File: config.mk
export PLATFORM = sky130hd
export DESIGN_NAME = prio_enc_drain_flat
export DESIGN_NICKNAME = d
export VERILOG_FILES = /design/src/rtl/prio_enc_drain_pkg.sv /design/src/rtl/prio_enc_drain_if.sv /design/src/rtl/prio_enc_drain_comb.sv /design/src/rtl/prio_enc_drain.sv /design/src/flat_wrapper.sv
export SDC_FILE = /design/constraint.sdc
export NUM_CORES = 1
export LEC_CHECK = 0
export ABC_CLOCK_PERIOD_IN_PS = 1900
export CELL_PAD_IN_SITES_DETAIL_PLACEMENT = 1
export CELL_PAD_IN_SITES_GLOBAL_PLACEMENT = 1
export CORE_AREA = 10 10 47 49
export DETAILED_ROUTE_END_ITERATION = 10
export DIE_AREA = 0 0 57 59
export DONT_BUFFER_PORTS = 1
export PLACE_DENSITY_LB_ADDON = 0.1
export RECOVER_POWER = 25
export SYNTH_ARGS = -nofsm -noshare
export SYNTH_HDL_FRONTEND = slang
export SYNTH_SLANG_ARGS = --single-unit
File: constraint.sdc
create_clock -name clk -period 1.9 [get_ports clk]
set_input_delay 0.38 -clock clk [delete_from_list [all_inputs] [get_ports clk]]
set_output_delay 0.38 -clock clk [all_outputs]
set_load 0.03 [all_outputs]
File: src/rtl/prio_enc_drain_pkg.sv
// Shared types and helpers for the draining priority encoder.
// State encoding plus the clog2 helper used to size the index output.
package prio_enc_pkg;

    typedef enum logic [1:0] {
        IDLE  = 2'd0,
        DRAIN = 2'd1,
        ZERO  = 2'd2
    } state_t;

    function automatic int clog2(input int n);
        int r;
        r = 0;
        for (int i = 0; i < 31; i++) begin
            if ((1 << i) < n) r = i + 1;
        end
        return r;
    endfunction

endpackage

File: src/rtl/prio_enc_drain_if.sv
// Request-in / index-out handshake bundle for prio_enc_drain.
// master = request source and index consumer, slave = the encoder block.
interface prio_enc_drain_if
    import prio_enc_pkg::*;
#(
    parameter int WIDTH = 4
);
    localparam int IDX_W = clog2(WIDTH);

    logic             in_valid;
    logic             in_ready;
    logic [WIDTH-1:0] in_vec;
    logic             out_valid;
    logic             out_ready;
    logic [IDX_W-1:0] out_idx;
    logic             out_none;
    logic             out_last;
    logic             busy;

    modport master (
        output in_valid, in_vec, out_ready,
        input  in_ready, out_valid, out_idx, out_none, out_last, busy
    );

    modport slave (
        input  in_valid, in_vec, out_ready,
        output in_ready, out_valid, out_idx, out_none, out_last, busy
    );

endinterface

File: src/rtl/prio_enc_drain_comb.sv
// Combinational WIDTH-bit priority encoder with single-bit detect.
// MSB wins by default; LSB_FIRST_EN makes the lowest set bit win.
module prio_enc_comb
    import prio_enc_pkg::*;
#(
    parameter int WIDTH = 4
) (
    input  logic [WIDTH-1:0]        vec,
    output logic [clog2(WIDTH)-1:0] idx,
    output logic                    any,
    output logic                    one_hot
);
    localparam int IDX_W = clog2(WIDTH);

    // Later loop iterations override earlier ones, so the scan
    // direction decides which set bit wins.
    always_comb begin
        idx = '0;
`ifdef LSB_FIRST_EN
        for (int i = WIDTH - 1; i >= 0; i--) begin
            if (vec[i]) idx = IDX_W'(i);
        end
`else
        for (int i = 0; i < WIDTH; i++) begin
            if (vec[i]) idx = IDX_W'(i);
        end
`endif
    end

    assign any     = |vec;
    assign one_hot = any && ((vec & (vec - WIDTH'(1))) == '0);

endmodule

File: src/rtl/prio_enc_drain.sv
// Sequential priority encoder: captures a request vector, then emits one
// index per beat. Build with LSB_FIRST_EN for lowest-index-first ordering.
module prio_enc_drain
    import prio_enc_pkg::*;
#(
    parameter int WIDTH = 4
) (
    input  logic             clk,
    input  logic             rst_n,
    prio_enc_drain_if.slave  bus
);
    localparam int IDX_W = clog2(WIDTH);

    state_t           r_state;
    logic [WIDTH-1:0] r_pending;
    logic [IDX_W-1:0] w_idx;
    logic             w_any;
    logic             w_one_hot;
    logic             w_drain;
    logic             w_zero;

    prio_enc_comb #(.WIDTH(WIDTH)) u_enc (
        .vec     (r_pending),
        .idx     (w_idx),
        .any     (w_any),
        .one_hot (w_one_hot)
    );

    always_ff @(posedge clk or negedge rst_n) begin
        if (!rst_n) begin
            r_state   <= IDLE;
            r_pending <= '0;
        end else begin
            unique case (r_state)
                IDLE: begin
                    if (bus.in_valid) begin
                        if (|bus.in_vec) begin
                            r_pending <= bus.in_vec;
                            r_state   <= DRAIN;
                        end else begin
                            r_state   <= ZERO;
                        end
                    end
                end
                DRAIN: begin
                    if (bus.out_ready) begin
                        r_pending <= r_pending & ~(WIDTH'(1) << w_idx);
                        if (w_one_hot) r_state <= IDLE;
                    end
                end
                ZERO: begin
                    if (bus.out_ready) r_state <= IDLE;
                end
                default: r_state <= IDLE;
            endcase
        end
    end

    // Outputs depend only on registered state, never on in_* or out_ready.
    assign w_drain       = (r_state == DRAIN) && w_any;
    assign w_zero        = (r_state == ZERO);
    assign bus.in_ready  = (r_state == IDLE);
    assign bus.busy      = (r_state != IDLE);
    assign bus.out_valid = w_drain || w_zero;
    assign bus.out_idx   = w_drain ? w_idx : '0;
    assign bus.out_none  = w_zero;
    assign bus.out_last  = (w_drain && w_one_hot) || w_zero;

endmodule
File: src/flat_wrapper.sv
// flat-port wrapper written by rule: the top's interface ports become plain ports
module prio_enc_drain_flat import prio_enc_pkg::*;
#(
    parameter int WIDTH = 4
)
  (clk, rst_n, bus_in_valid, bus_in_vec, bus_out_ready, bus_in_ready, bus_out_valid, bus_out_idx, bus_out_none, bus_out_last, bus_busy);
  prio_enc_drain_if #(.WIDTH(WIDTH)) bus_i ();
  input  logic clk;
  input  logic rst_n;
  input wire logic [$bits(bus_i.in_valid)-1:0] bus_in_valid;
  input wire logic [$bits(bus_i.in_vec)-1:0] bus_in_vec;
  input wire logic [$bits(bus_i.out_ready)-1:0] bus_out_ready;
  output wire logic [$bits(bus_i.in_ready)-1:0] bus_in_ready;
  output wire logic [$bits(bus_i.out_valid)-1:0] bus_out_valid;
  output wire logic [$bits(bus_i.out_idx)-1:0] bus_out_idx;
  output wire logic [$bits(bus_i.out_none)-1:0] bus_out_none;
  output wire logic [$bits(bus_i.out_last)-1:0] bus_out_last;
  output wire logic [$bits(bus_i.busy)-1:0] bus_busy;
  assign bus_i.in_valid = bus_in_valid;
  assign bus_i.in_vec = bus_in_vec;
  assign bus_i.out_ready = bus_out_ready;
  assign bus_in_ready = bus_i.in_ready;
  assign bus_out_valid = bus_i.out_valid;
  assign bus_out_idx = bus_i.out_idx;
  assign bus_out_none = bus_i.out_none;
  assign bus_out_last = bus_i.out_last;
  assign bus_busy = bus_i.busy;
  prio_enc_drain #(.WIDTH(WIDTH)) u_core (.clk(clk), .rst_n(rst_n), .bus(bus_i));
endmodule
# --- Yosys cells after proc, flatten, opt, wreduce, memory -nomap -nowiden ---
# Index checks and enable logic that the tools add are counted.
word_totals:
  output_inout_bits: 7
  register_bits: 6
  input_bits: 8
classes:
  bitwise: 3
  muxes: 14
  add_sub_neg: 1
  reduce_logical: 13
  shift: 1
  eq_ne: 7
ops:
  columns: ["op", "n"]
  rows:
  - ["$mux 2", 8]
  - ["$mux 4", 3]
  - ["$and 4x4->4", 2]
  - ["$pmux 4 s2", 1]
  - ["$reduce_and 4->1", 2]
  - ["$reduce_or 4->1", 2]
  - ["$ne 2x2->1 const B", 3]
  - ["$pmux 2 s3", 1]
  - ["$logic_not 4->1", 1]
  - ["$ne 2x1->1 const B", 2]
  - ["$not 4->4", 1]
  - ["$reduce_bool 2->1", 2]
  - ["$shl 1x2->4 const A", 1]
  - ["$sub 4x1->4 const B", 1]
  - ["$logic_and 1x1->1", 3]
  - ["$eq 2x1->1 const B", 1]
  - ["$eq 2x2->1 const B", 1]
  - ["$logic_not 2->1", 1]
  - ["$logic_or 1x1->1", 2]
  - ["$mux 1", 1]

# --- Logic depth before layout (Yosys ltp) ---
# Gate-level depths: netlist of the first run.
depth:
  depth_word: 8
  depth_mapped: 4
  depth_no_buf: 3

# --- Modules after synthesis ---
# A second synthesis of the first run with hierarchy kept.
hier_totals:
  hier_cells: 54
  area_unflattened_um2: 467.9
by_module_without_submodules:
  columns: ["mod", "area_per_inst_um2", "seq_area_each_um2", "n_inst", "cells_each"]
  rows:
  - ["prio_enc_drain", 401.6, 150.1, 1, 46]
  - ["prio_enc_comb", 66.3, 0.0, 1, 8]

# --- Least setup slack after synthesis of the first run ---
# OpenSTA, ideal clock, no wires.
synth_timing:
  path_type: "register -> output"
  startpoint: "register u_core.r_state[1]"
  endpoint: "output bus_out_valid"
  path_stages_with_launch: 3
  t_arrival_ns: 1.271
  t_required_ns: 1.520
  path_slack_ns: 0.249
  cell_sequence: "dfrtp_1 nand2b_1 o21ai_0"
synth_between:
  elab_chain_len: 3
  word_cells_on_any_way: 4
  cone_classes: "eq/ne: 2; reduce/logical: 2"
synth_lines:
  columns: ["item", "line", "rtl"]
  rows:
  - ["from (decl)", "prio_enc_drain.sv:14", "state_t r_state;"]
  - ["from (signal assigned)", "prio_enc_drain.sv:31", "r_state <= IDLE;"]
  - ["from (signal assigned)", "prio_enc_drain.sv:39", "r_state <= DRAIN;"]
  - ["from (signal assigned)", "prio_enc_drain.sv:41", "r_state <= ZERO;"]
  - ["$eq 2x1->1", "prio_enc_drain.sv:60", "assign w_drain = (r_state == DRAIN) && w_any;"]
  - ["$logic_and 1x1->1", "prio_enc_drain.sv:60", null]
  - ["$logic_or 1x1->1 (*)", "prio_enc_drain.sv:64", "assign bus.out_valid = w_drain || w_zero;"]
  - ["to (decl)", "flat_wrapper.sv:14", "output wire logic [$bits(bus_i.out_valid)-1:0] bus_out_valid;"]
# Every way passes the cells marked *; elsewhere a longest branch is shown, timed or not.

# --- Worst setup path after layout of the first run ---
layout_timing:
  startpoint: "register u_core.r_pending[1]"
  endpoint: "output bus_out_last"
layout_between:
  elab_chain_len: 6
  word_cells_on_any_way: 8
  cone_classes: "add/sub: 1; bitwise: 1; reduce/logical: 6"
layout_lines:
  columns: ["item", "line", "rtl"]
  rows:
  - ["from (decl)", "prio_enc_drain.sv:15", "logic [WIDTH-1:0] r_pending;"]
  - ["from (signal assigned)", "prio_enc_drain.sv:38", "r_pending <= bus.in_vec;"]
  - ["from (signal assigned)", "prio_enc_drain.sv:47", "r_pending <= r_pending & ~(WIDTH'(1) << w_idx);"]
  - ["$sub 4x1->4", "prio_enc_drain_comb.sv:31", "assign one_hot = any && ((vec & (vec - WIDTH'(1))) == '0);"]
  - ["$and 4x4->4", "prio_enc_drain_comb.sv:31", null]
  - ["$logic_not 4->1", "prio_enc_drain_comb.sv:31", null]
  - ["$logic_and 1x1->1", "prio_enc_drain_comb.sv:31", null]
  - ["$logic_and 1x1->1 (*)", "prio_enc_drain.sv:67", "assign bus.out_last = (w_drain && w_one_hot) || w_zero;"]
  - ["$logic_or 1x1->1 (*)", "prio_enc_drain.sv:67", null]
  - ["to (decl)", "flat_wrapper.sv:17", "output wire logic [$bits(bus_i.out_last)-1:0] bus_out_last;"]
# Marks and branches as above.

==> results of run 1 <==
-- layout by cell type, fill, tap and decap left out, types with 2 or more instances in the layout --
master,instances
or2_2,2
nand2b_1,2
inv_1,7
o21ai_1,2
dfrtp_1,3
nor2_1,3
clkbuf_4,3
a32oi_1,2
nand2_1,2
a21oi_1,2
buf_4,8
dfrtp_2,3
-- what timing repair did --
item,4_1_cts,5_1_grt
cloned,0,0
endpoints found under the hold margin,6,0
buffers inserted,0,2
gates resized for setup,1,6
hold buffers,1,0
setup endpoints to repair,1,2
-- per-layer routing --
layer  global-route usage [%]  part of all wire [%]  routed length, um  up-vias
li1                         -                     -                  -      188
met1                    7.618                    40                458      179
met2                    11.32                    48                553       14
met3                    5.794                    12                136        0
met4                    2.013                     0                  0        0
met5                        0                     0                  0        -
-- kinds of logic (layout without fill, tap and decap cells) --
logic type | Yosys count | after routing | share of synthesized area (%)
AO/OA/AOI/OAI | 15 | 15 | 30.34
XOR/XNOR | 1 | 1 | 2.168
buffers and inverters | 8 | 19 | 7.740
flip-flops | 6 | 6 | 37.15
AND/OR/NAND/NOR | 15 | 15 | 22.60
-- sequential cells by signal, indices dropped and copies added, names as in the netlist --
signal            flops
u_core.r_pending      4
u_core.r_state        2
-- metrics by stage --
step | instance area [um2] | hold WS (ns) | worst slack, ns | setup TNS, ns
floorplan | 404.1 | 0.08441 | 0.2491 | 0
global placement | 464.2 | 0.08461 | 0.2718 | 0
detailed placement | 464.2 | 0.08462 | 0.2741 | 0
CTS | 498.0 | 0.2534 | 0.006142 | 0
global route | 534.3 | 0.2300 | -0.03776 | -0.03776
finish | 534.3 | 0.2472 | 0.08331 | 0
-- worst paths after layout --
check	startpoint	endpoint	slack (ns)
worst max-delay path	u_core.r_pending[1]	bus_out_last	0.08
worst min-delay path	bus_out_ready	u_core.r_state[1]	0.25
worst max register to register	u_core.r_pending[1]	u_core.r_state[0]	0.57
worst min register to register	u_core.r_state[1]	u_core.r_state[0]	0.54
max in group asynchronous	rst_n	u_core.r_pending[1]	1.20
min in group asynchronous	rst_n	u_core.r_pending[2]	0.46
-- critical path, cell delays in order, from the launching register on --
cell	delay [ns]
dfrtp_2	0.44
buf_4	0.15
nor4b_2	0.26
a211o_1	0.17
a21o_4	0.18
-- where the power goes --
part           internal, mW  leakage [nW]  switching, mW
clock network        0.0714        0.0138         0.0452
logic                 0.275         0.161          0.373
registers             0.178        0.0724         0.0773
total                 0.525         0.248          0.495
-- Yosys cell counts --
library cell,count
o211ai_1,1
nand2_1,2
dfrtp_1,6
inv_1,7
buf_2,1
nor2_1,3
nand2b_1,2
a21oi_1,2
a21o_1,1
a22o_4,1
a32oi_1,2
a211o_1,1
o211ai_2,1
or4_4,1
nor2b_1,1
xor2_1,1
nor3b_1,1
o32ai_1,1
o21ai_2,1
or2_2,2
nor3_1,1
nor4b_1,2
o21ai_0,1
a311oi_1,1
o21ai_1,2
-- cell type report --
cell class | count | area share (%)
flip-flops and latches | 6 | 28.81
inverters | 7 | 4.918
repair buffers | 9 | 13.11
well taps | 16 | 3.747
clock buffers | 3 | 4.215
multi-input cells | 31 | 45.20
==> results.cfg, run 1 <==
[outcome]
status = finished clean

[sta]
final.min_clock_period_ns = 1.817
fin_worst_skew_ns = 0.001258
setup_viol = 0
hold_viol_final = 0
fmax_mhz = 550.5
tightest_slew_ns = 0.2919
timing.final.crit_share_pct = 95.62
slew_violations = 0
slew_headroom_pct = 80.48

[worst_setup_path]
required_ns = 1.52
start_kind = flip-flop
arrival_ns = 1.44
worstPathMaxFanout = 6
crit_type = reg -> out
r2r_cells = 3
end_kind = primary output

[synthesis]
yosys_register_bits = 6
synthCells = 45
netlist_area_um2 = 404.1
synthDistinctLibCells = 25
synth_area_per_cell_um2 = 8.981
netlist_top_cells_area = dfrtp_1, inv_1, a22o_4, a32oi_1, nor4b_1
yosys.area.top_type = dfrtp_1
yosysSeqAreaShare_pct = 37.15
yosysTopAreaCellShare_pct = 37.15
ys_warn_count = 0
synth_nets = 53

[clocking]
clock_latency_ns = 0.24
cts_tree = built
clk_pin_slew_ns = 0.05
h-tree-depth = 1
cts-root-buf = clkbuf_4
clock_path_buffers = 2
clock_sinks = 6
cts_buffers = 3

[layout]
fill_cells = 174
antennaDiodeCount = 0
utilization_pct = 38.13
synthToLayoutAreaGrowth_pct = 32.20
finalNetCount = 66
layout.cells.non_filler = 72
drive_gt1_share_pct = 41.07
multi_input_area_um2 = 241.5
register_area_um2 = 153.9

[worst_hold_path]
hp-class = in -> reg
hold_depth = 1

[power_and_ir_drop]
power_mw = 1.021
ir_worst_vdd_mv = 0.6032
cellPowerDensity_nw_per_um2 = 1910
leakage_nw = 0.2476

[detailed_routing]
drt_iter0_drc = 3
ant_nets = 0
wl_per_cell_um = 15.93
wl_um = 1147
firstDrtPassIters = 4
drc = 0
drt-vias-per-instance = 5.292
vias = 381

[global_routing]
first_global_vias = 408
grt.overflow.total = 0
grt_max_degree = 9
grt_use_total_pct = 7.351
grt_antenna_before_repair = 0
grt_pass1_wl_um = 1938

[die]
die_w_um = 57
die_area_um2 = 3363
rows = 14
dieHeight_um = 59
core-area_um2 = 1401
io_pins = 15
initial_utilization_pct = 28.84

[placed_design]
dp_cells = 66
hpwl_um = 938.8
port_buffers = 0
gp_congestion = 0.7635

[flow_run]
max-cap-violations = 0
No activity file was read; power rests on OpenSTA's default activity.
==> run 2, diff against run 1 <==
- GPL_ROUTABILITY_DRIVEN: not set -> 0
- MAX_ROUTING_LAYER: not set -> met4
==> run 2 against run 1 <==
Against the previous run: clock power about the same; largest power group unchanged; routed wire length about the same; combinational power hardly changed; hold slack improved by 0.0016 ns; sequential share of layout area unchanged; critical endpoint unchanged; first-iteration DRC count fell by 67%.
==> results.cfg, run 2 (synthesis results as in run 1) <==
[sta]
timing.final.crit_share_pct = 95.56
slew_violations = 0
slew_headroom_pct = 80.87
hold_viol_final = 0
fmax_mhz = 550.7
tns_ns = 0
final.min_clock_period_ns = 1.816
tightest_slew_ns = 0.2860
setup_viol = 0
timing.hold.ws_ns = 0.2487
fin_worst_skew_ns = 0.0009007

[die]
rows = 14
dieHeight_um = 59
io_pins = 15
die_w_um = 57
core-area_um2 = 1401
initial_utilization_pct = 28.84
die_area_um2 = 3363

[flow_run]
max-cap-violations = 0

[layout]
fill_cells = 174
final_common_cell = buf_4
final_area_um2 = 534.3
multi_input_area_um2 = 241.5
register_area_um2 = 153.9
reg_top3 = u_core.r_pending x4, u_core.r_state x2
antennaDiodeCount = 0
final_cell_mix = buf_4, inv_1
largest_reg_flops = 4
synthToLayoutAreaGrowth_pct = 32.20
drive_gt1_share_pct = 41.07
utilization_pct = 38.13
top_register = u_core.r_pending
finalNetCount = 66

[worst_setup_path]
crit_buf_inv = 1
required_ns = 1.52
crit_family = flip-flops
slowest_delay_ns = 0.44
crit_chain = buf_4, nor4b_2, a211o_1, a21o_4
end_kind = primary output
regToRegSetupSlack_ns = 0.57
start_kind = flip-flop
slowest_stage = dfrtp_2
worstPathMaxFanout = 6
crit_type = reg -> out
arrival_ns = 1.44

[clocking]
cts_tree = built
clock_latency_ns = 0.24
clock_path_buffers = 2
clock_sinks = 6
cts_buffers = 3
h-tree-depth = 1
clk_pin_slew_ns = 0.05
cts-root-buf = clkbuf_4

[detailed_routing]
firstDrtPassIters = 4
vias = 381
drt_iter0_drc = 1
ant_nets = 0
drt-vias-per-instance = 5.292
wl_per_cell_um = 15.94
wl_um = 1148
drc = 0

[global_routing]
grt.overflow.total = 0
grt_max_degree = 9
first_global_vias = 408
grt_use_total_pct = 7.558
grt_pass1_wl_um = 1932
grt_antenna_before_repair = 0

[power_and_ir_drop]
cellPowerDensity_nw_per_um2 = 1909
switching_share_pct = 48.53
p_clk_share_pct = 11.4
sequentialPowerShare_pct = 25.1
p_int_mw = 0.5251
leakage_nw = 0.2476
ir_worst_vdd_mv = 0.6018
power_frac_comb_pct = 63.6
p_switching_mw = 0.4950
power_mw = 1.020

[worst_hold_path]
hp-class = in -> reg

[outcome]
status = finished clean

[placed_design]
port_buffers = 0
hpwl_um = 938.8
post_dp_cell_area_um2 = 464.2
[run 2: cell counts in the layout (fill, tap and decap cells not counted)]
No cell type changed its count.
[run 2: layer usage]
metal / up-vias / GRT usage, % / wire (um)
met2: 12 / 11.32 / 548
met4: 0 / 2.013 / 4
met5: - / - / 0
met1: 178 / 7.860 / 475
met3: 2 / 5.365 / 120
li1: 189 / - / -
[run 2: cell type report]
cell class	count	area share [%]
clock buffers	3	4.215
inverters	7	4.918
multi-input cells	31	45.20
flip-flops and latches	6	28.81
well taps	16	3.747
repair buffers	9	13.11
[run 2: worst paths after layout]
kind | endpoint | from | cells past startpoint
hold reg to reg | u_core.r_state[0] | u_core.r_state[1] | 1
max in group asynchronous | u_core.r_pending[0] | rst_n | 1
hold / removal | u_core.r_state[1] | bus_out_ready | 1
min in group asynchronous | u_core.r_pending[2] | rst_n | 1
setup / recovery | bus_out_last | u_core.r_pending[1] | 4
setup reg to reg | u_core.r_state[0] | u_core.r_pending[1] | 3
[run 2: metrics by stage]
step | setup WS [ns] | cells
final | 0.08428 | 72
after global routing | -0.03776 | 72
after CTS | 0.006142 | 70
after detailed placement | 0.2741 | 66
after global placement | 0.2718 | 66
after floorplan | 0.2491 | 45
[run 2: power by group through the flow]
stage | registers, mW | logic (mW) | clock network, mW
final | 0.256 | 0.648 | 0.116
after CTS | 0.247 | 0.601 | 0.122
after global routing | 0.261 | 0.714 | 0.141
after floorplan | 0.218 | 0.461 | 0
after global placement | 0.244 | 0.591 | 0
after detailed placement | 0.249 | 0.587 | 0
[run 2: repair_timing]
item,4_1_cts,5_1_grt
gates cloned,0,0
endpoints found under the setup margin,1,2
resized for setup,1,6
setup buffers,0,2
endpoints found under the hold margin,6,0
pin swaps,0,0
hold buffers,1,0
==> run 3, diff against run 2 <==
- RECOVER_POWER: 25 -> 100
==> run 3 against run 2 <==
Against the previous run: global-route usage unchanged; fmax about the same; register-to-register slack about the same; hold slack about the same; via count decreased by 0.26%; design area decreased by 4.0%; total power decreased by 4.3%; sequential share of layout area increased by 0.95 points; routed wire length increased by 0.44%; setup slack about the same; critical path type unchanged; largest power group unchanged.
==> results.cfg, run 3 (synthesis results as in run 1) <==
[global_routing]
grt_use_total_pct = 7.558
grt_max_degree = 9
first_global_vias = 408
grt_antenna_before_repair = 0
grt.overflow.total = 0
grt_pass1_wl_um = 1932

[layout]
finalNetCount = 66
reg_top3 = u_core.r_pending x4, u_core.r_state x2
multi_input_area_um2 = 236.5
drive_gt1_share_pct = 30.36
synthToLayoutAreaGrowth_pct = 26.93
final_common_cell = inv_1
antennaDiodeCount = 0
largest_reg_flops = 4
register_area_um2 = 152.6
final_cell_mix = inv_1, buf_4, clkbuf_1, dfrtp_1
top_register = u_core.r_pending
fill_cells = 174

[die]
rows = 14
io_pins = 15
initial_utilization_pct = 28.84
die_area_um2 = 3363
die_w_um = 57
dieHeight_um = 59
core-area_um2 = 1401

[detailed_routing]
drt_iter0_drc = 1
drc = 0
vias = 380
wl_per_cell_um = 16.01
ant_nets = 0
firstDrtPassIters = 4
drt-vias-per-instance = 5.278
wl_um = 1153

[clocking]
cts_tree = built
clk_pin_slew_ns = 0.05
clock_path_buffers = 2
cts-root-buf = clkbuf_4
h-tree-depth = 1
clock_sinks = 6
clock_latency_ns = 0.24
cts_buffers = 3

[sta]
slew_headroom_pct = 75.27
hold_viol_final = 0
tns_ns = 0
fmax_mhz = 550.8
final.min_clock_period_ns = 1.815
fin_worst_skew_ns = 0.0008501
timing.hold.ws_ns = 0.2487
tightest_slew_ns = 0.3726
timing.final.crit_share_pct = 95.55
slew_violations = 0
setup_viol = 0

[worst_setup_path]
end_kind = primary output
crit_type = reg -> out
start_kind = flip-flop
arrival_ns = 1.44
required_ns = 1.52
worstPathMaxFanout = 6
r2r_cells = 3

[power_and_ir_drop]
leakage_nw = 0.2291
ir_worst_vdd_mv = 0.5962
cellPowerDensity_nw_per_um2 = 1903

[outcome]
status = finished clean

[placed_design]
port_buffers = 0
hpwl_um = 938.8

[flow_run]
max-cap-violations = 0

[worst_hold_path]
hold_depth = 1
hp-class = in -> reg
run 3: cell types whose count changed in the layout (fill, tap and decap cells not counted):
cell and delta:
clkbuf_1 +4, buf_4 -4, o21ai_1 -2, o211ai_2 -1, dfrtp_2 -1, o21ai_0 +2
o211ai_1 +1, dfrtp_1 +1
run 3: critical path, cell delays in order (launching register included):
cell	delay, ns
dfrtp_2	0.44
buf_4	0.15
nor4b_2	0.26
a211o_1	0.17
a21o_4	0.18
run 3: final cells by class:
type / instances / share of cell area [%]
clock buffers: 3 / 4.390
repair buffers: 9 / 10.73
inverters: 7 / 5.122
multi-input cells: 31 / 46.10
well taps: 16 / 3.902
flip-flops and latches: 6 / 29.76
run 3: final timing paths:
path                                          start             endpoint  slack (ns)
worst max-delay path            u_core.r_pending[1]         bus_out_last        0.08
worst min-delay path                  bus_out_ready    u_core.r_state[1]        0.25
worst max register to register  u_core.r_pending[1]    u_core.r_state[0]        0.57
worst min register to register    u_core.r_state[1]    u_core.r_state[0]        0.54
max in group asynchronous                     rst_n  u_core.r_pending[0]        1.20
min in group asynchronous                     rst_n  u_core.r_pending[2]        0.46
run 3: routing by layer:
layer	global-route usage [%]	part of all wire, %	wire [um]	vias up
li1	-	-	-	189
met1	7.860	42	479	177
met3	5.365	10	121	2
met2	11.32	47	547	12
met5	-	0	0	-
met4	2.013	0.35	4	0
run 3: through the flow:
stage / instances / area [um2] / util (%) / worst slack [ns] / power, mW
floorplan: 45 / 404.1 / - / 0.2491 / 0.6793
global placement: 66 / 464.2 / 33.13 / 0.2718 / 0.8352
detailed placement: 66 / 464.2 / 33.13 / 0.2741 / 0.8364
CTS: 70 / 498.0 / 35.54 / 0.006142 / 0.9711
global route: 72 / 513.0 / 36.61 / -0.03776 / 1.070
finish: 72 / 513.0 / 36.61 / 0.08459 / 0.9763
run 3: what timing repair did:
item                                    4_1_cts  5_1_grt
buffers inserted                              0        2
resized for setup                             1        6
endpoints found under the setup margin        1        2
hold buffers                                  1        0
hold endpoints to repair                      6        0
run 3: power breakdown:
part / switching [mW] / total (mW) / internal [mW]
logic: 0.366 / 0.606 / 0.240
clock network: 0.0447 / 0.116 / 0.0714
registers: 0.0773 / 0.254 / 0.177
